`src/rtl/snake_body_trail.sv`:
```
// Circular history of committed snake head cells: body length, per-pixel body query, self-collision.
// Optional macro SNAKE_TRAIL_SELF_HIT_EN builds the head-vs-body comparators; otherwise self_hit is 0.
module snake_body_trail #(
    parameter int MAX_LEN  = 32,
    parameter int INIT_LEN = 4,
    parameter int SEG_SIZE = 32
) (
    input  logic                      clk,
    input  logic                      resetN,
    input  logic                      clear,
    input  logic                      head_step,
    input  logic                      grow,
    input  logic [10:0]               head_x,
    input  logic [10:0]               head_y,
    input  logic [10:0]               pixel_x,
    input  logic [10:0]               pixel_y,
    output logic                      body_hit,
    output logic                      self_hit,
    output logic [$clog2(MAX_LEN):0]  length
);

    localparam int PTR_W = $clog2(MAX_LEN);
    localparam int LEN_W = PTR_W + 1;
    localparam logic [LEN_W-1:0] MAX_L  = LEN_W'(MAX_LEN);
    localparam logic [LEN_W-1:0] INIT_L = LEN_W'(INIT_LEN);
    localparam logic [11:0]      SEG_W  = 12'(SEG_SIZE);

    logic [PTR_W-1:0] wr_ptr_q, wr_ptr_d;
    logic [LEN_W-1:0] fill_q, fill_d;
    logic [LEN_W-1:0] length_q, length_d;
    logic             body_hit_q, body_hit_d;

    logic [10:0] mem_x_q [MAX_LEN];
    logic [10:0] mem_y_q [MAX_LEN];

    logic [LEN_W-1:0]   active_lim;
    logic [LEN_W-1:0]   grown_len;
    logic               step_en;
    logic [MAX_LEN-1:0] active;
    logic [MAX_LEN-1:0] in_box;

    assign step_en    = head_step && !clear;
    assign active_lim = (fill_q < length_q) ? fill_q : length_q;
    assign grown_len  = (grow && (length_q != MAX_L)) ? length_q + LEN_W'(1) : length_q;

    // Position storage carries no reset; entries are only read once covered by fill.
    always_ff @(posedge clk) begin
        if (step_en) begin
            mem_x_q[wr_ptr_q] <= head_x;
            mem_y_q[wr_ptr_q] <= head_y;
        end
    end

`ifdef SNAKE_TRAIL_SELF_HIT_EN
    logic [LEN_W-1:0]   keep_lim;
    logic [MAX_LEN-1:0] head_eq;
    logic [MAX_LEN-1:0] before_tail;

    // The tail entry vacates on this step, so only ages below (new length - 1) can collide.
    assign keep_lim = grown_len - LEN_W'(1);
`endif

    for (genvar g = 0; g < MAX_LEN; g++) begin : g_entry
        logic [PTR_W-1:0] age;
        logic [11:0]      ex;
        logic [11:0]      ey;

        assign age       = wr_ptr_q - PTR_W'(1) - PTR_W'(g);
        assign ex        = {1'b0, mem_x_q[g]};
        assign ey        = {1'b0, mem_y_q[g]};
        assign active[g] = {1'b0, age} < active_lim;
        assign in_box[g] = (ex <= {1'b0, pixel_x}) && ({1'b0, pixel_x} < ex + SEG_W) &&
                           (ey <= {1'b0, pixel_y}) && ({1'b0, pixel_y} < ey + SEG_W);
`ifdef SNAKE_TRAIL_SELF_HIT_EN
        assign head_eq[g]     = (mem_x_q[g] == head_x) && (mem_y_q[g] == head_y);
        assign before_tail[g] = {1'b0, age} < keep_lim;
`endif
    end

    always_comb begin
        wr_ptr_d   = wr_ptr_q;
        fill_d     = fill_q;
        length_d   = length_q;
        body_hit_d = |(active & in_box);
        if (clear) begin
            wr_ptr_d   = '0;
            fill_d     = '0;
            length_d   = INIT_L;
            body_hit_d = 1'b0;
        end else begin
            length_d = grown_len;
            if (head_step) begin
                wr_ptr_d = wr_ptr_q + PTR_W'(1);
                if (fill_q != MAX_L) begin
                    fill_d = fill_q + LEN_W'(1);
                end
            end
        end
    end

    always_ff @(posedge clk or negedge resetN) begin
        if (!resetN) begin
            wr_ptr_q   <= '0;
            fill_q     <= '0;
            length_q   <= INIT_L;
            body_hit_q <= 1'b0;
        end else begin
            wr_ptr_q   <= wr_ptr_d;
            fill_q     <= fill_d;
            length_q   <= length_d;
            body_hit_q <= body_hit_d;
        end
    end

`ifdef SNAKE_TRAIL_SELF_HIT_EN
    logic self_hit_q, self_hit_d;

    always_comb begin
        self_hit_d = self_hit_q;
        if (clear) begin
            self_hit_d = 1'b0;
        end else if (head_step && |(active & before_tail & head_eq)) begin
            self_hit_d = 1'b1;
        end
    end

    always_ff @(posedge clk or negedge resetN) begin
        if (!resetN) begin
            self_hit_q <= 1'b0;
        end else begin
            self_hit_q <= self_hit_d;
        end
    end

    assign self_hit = self_hit_q;
`else
    assign self_hit = 1'b0;
`endif

    assign body_hit = body_hit_q;
    assign length   = length_q;

endmodule

```
`config.mk`:
```
export PLATFORM = sky130hd
export DESIGN_NAME = snake_body_trail
export DESIGN_NICKNAME = d
export VERILOG_FILES = /design/src/rtl/snake_body_trail.sv
export SDC_FILE = /design/constraint.sdc
export NUM_CORES = 2
export LEC_CHECK = 0
export ABC_AREA = 1
export CAP_MARGIN = 20
export CORE_ASPECT_RATIO = 0.7
export CORE_MARGIN = 2
export CORE_UTILIZATION = 60
export CTS_BUF_LIST = sky130_fd_sc_hd__clkbuf_16
export CTS_CLUSTER_SIZE = 10
export DETAILED_ROUTE_END_ITERATION = 6
export PLACE_DENSITY = 0.76
export SETUP_SLACK_MARGIN = 0.2
export SYNTH_ARGS = -nofsm -noshare
export SYNTH_HDL_FRONTEND = slang
export SYNTH_SLANG_ARGS = --single-unit
```
`constraint.sdc`:
```
create_clock -name clk -period 12.06 [get_ports clk]
set_input_delay 2.412 -clock clk [delete_from_list [all_inputs] [get_ports clk]]
set_output_delay 2.412 -clock clk [all_outputs]
set_load 0.01 [all_outputs]
```
==> results.yml <==
status:
  status: "complete, no violations"
clocking:
  cts.sinks: 722
  ctsHtreeMaxLevel: 3
  cts_tree: "done"
  clockRootBuffer: "clkbuf_16"
  hold_buffers: 0
  cts_buffer_depth: 3
  clk_pin_slew_ns: 0.06
  ctsResizeCount: 0
  clock_latency_ns: 0.69
  post_cts_buffers: 0
  cts_made_buffers: 84
power:
  p_leak_nw: 32.0
  power.density_nw_per_um2: 92.3
  total_power_mw: 6.29
  ir_worst_vdd_mv: 0.122
setup_path:
  crit_path_end_kind: "flop"
  worstPathRequired_ns: 12.66
  rrSetupSlack_ns: 7.97
  crit_type: "in -> reg"
  worstReg2RegStart: "wr_ptr_q[0]"
  rr_worst_depth: 16
  crit_path_start_kind: "input pin"
  r2r_end: "body_hit"
  startpoint: "pixel_x[5]"
  critical_path_arrival_ns: 6.09
  crit_fanout: 21
routing:
  wl_per_cell_um: 22.1
  wirelength_um: 188000
  drc: 0
  drt_pass1_iterations: 6
  vias: 51300
  drt_iter0_drc: 5606
  ant_nets: 0
  vias_per_cell: 6.03
timing:
  rsz0062_at_grt: "false"
  fin_crit_sh: 0.455
  maxSlewViolCount: 0
  fin_skew_ns: 0.0231
  tightest_slew_ns: 1.17
  finalSetupTns_ns: 0
  layout_min_cycle_time_ns: 5.49
  slew_headroom: 0.220
  setup_viol: 0
  setup_ws_ns: 6.57
  hold_violations: 0
  hold_slack_ns: 0.638
  max_freq_mhz: 182
yosys:
  async_reset_ff_frac: 0.0249
  ys_ff_latch: 722
  synth_ff_type: "edfxtp_1"
  syn_area_um2: 62900
  synth_cell_types: 49
  netlist_instances: 6886
  yosysSeqAreaShare: 0.343
  synth_edf_count: 704
  yosys_warnings: 0
  syn_avg_cell_area_um2: 9.14
  syn_nets: 8470
floorplanning:
  pin_count: 57
  core-area_um2: 104000
  start_util: 0.605
  die_y_um: 275
  fp.dieW_um: 391
  die-area_um2: 108000
  rows: 99
placement:
  place_ws_ns: 6.05
  gp_congestion: 1.02
  io_buffers: 55
  dp_hpwl_um: 126000
  place_area_um2: 65700
grt:
  grt_pass1_wl_um: 285000
  grt_max_degree: 34
  antenna_found_initial: 3
  grt_overflow: 0
  grt_usage: 0.350
  grt_pass1_vias: 49100
hold_path:
  hold_end: "length[5]"
  whs_path_depth: 2
  hold_path_startpoint: "length[4]"
  min_path_type: "reg -> reg"
run:
  maxCapViolCount: 0
cells_and_area:
  n_fill_cell: 8273
  fin_area_um2: 68100
  area_growth_pct: 8.17
  nNetsFinal: 8695
  final_layout_size_suffix_gt1_frac: 0.0483
==> cell families (layout without fill, tap and decap cells) <==
family,Yosys count,count (layout),synth area share
compound gates,1060,1060,0.0930
xor+xnor,257,257,0.0364
fa+ha+maj,1535,1535,0.305
buf+inv,870,1124,0.0527
flops,722,722,0.343
other cells,1,3,0.0000596
simple gates,2441,2441,0.170
==> through the flow <==
stage          cells   util
6_report        8505  0.654
5_1_grt         8503  0.654
4_1_cts         8501  0.654
3_5_place_dp    8386  0.631
3_3_place_gp    8385  0.631
2_1_floorplan   6886      -
==> Yosys cell counts (17+ instances only) <==
master / instances / area share
a21oi_1: 564 / 0.045
dfrtp_1: 17 / 0.0068
edfxtp_1: 704 / 0.34
ha_1: 1535 / 0.31
inv_1: 846 / 0.050
nand2_1: 1126 / 0.067
nand3_1: 450 / 0.036
nand3b_1: 103 / 0.012
nand4_1: 100 / 0.0099
nor2_1: 531 / 0.032
nor3_1: 64 / 0.0051
o211ai_1: 20 / 0.0024
o21a_1: 94 / 0.011
o21ai_0: 286 / 0.023
o21bai_1: 21 / 0.0025
xnor2_1: 69 / 0.0096
xor2_1: 184 / 0.026
==> power breakdown <==
| part | internal, mW | switching, mW |
|---|---|---|
| clock | 1.30 | 1.05 |
| sequential | 2.77 | 0.0114 |
| combinational | 0.367 | 0.798 |
| total | 4.43 | 1.86 |
==> cells in the final DEF, fill, tap and decap left out, drive strengths merged, types with 11 or more instances in the layout <==
master	count
ha	1535
nand2	1146
inv	874
edfxtp	704
a21oi	565
nor2	538
nand3	453
o21ai	286
xor2	188
buf	142
nand3b	103
nand4	100
o21a	94
clkbuf	87
xnor2	69
nor3	64
o21bai	21
o211ai	20
dfrtp	17
a21o	15
nor4	13
a21boi	13
o31ai	12
and3	12
nor3b	11
clkdlybuf4s50	11
==> how the worst max path moves through the flow <==
stage	endpoint	cells after the start	slack [ns]
final	body_hit	18	6.57
after global routing	body_hit	18	6.43
after CTS	body_hit	18	6.79
after detailed placement	body_hit	18	6.05
after global placement	body_hit	18	6.10
after floorplan	body_hit	19	7.24
==> layout make-up <==
class / count / area (µm²) / area share
flip-flops and latches: 722 / 21600 / 0.317
repair buffers: 153 / 1100 / 0.0162
inverters: 856 / 3220 / 0.0472
diodes: 2 / 5.00 / 0.0000735
multi-input cells: 5294 / 38100 / 0.560
well taps: 1363 / 1710 / 0.0250
clock buffers: 87 / 2180 / 0.0320
clock inverters: 28 / 166 / 0.00244
==> layer usage <==
| metal | track usage | part of all wire | wire length (µm) |
|---|---|---|---|
| met1 | 0.507 | 0.43 | 81300 |
| met3 | 0.0595 | 0.12 | 21700 |
| met5 | 0 | 0 | 0 |
| met2 | 0.527 | 0.41 | 78100 |
| met4 | 0.124 | 0.038 | 7220 |
==> worst max-delay path, stage by stage <==
cell	delay (ns)
buf_2	0.56
inv_2	0.40
buf_4	0.41
ha_1	0.37
inv_1	0.05
a21oi_1	0.11
o21ai_0	0.08
nand3_1	0.09
nand2_1	0.06
nor2_1	0.28
nand3_1	0.16
nor2_1	0.37
nand3_1	0.13
nand2_1	0.20
nor2_1	0.07
nand2_1	0.10
nor2_1	0.05
a21oi_1	0.13
==> registers in the layout, indices dropped and copies added, names as in the netlist <==
register	count
mem_x_q	352
mem_y_q	352
fill_q	6
length	6
wr_ptr_q	5
body_hit	1
No activity file was read; power rests on OpenSTA's default activity.
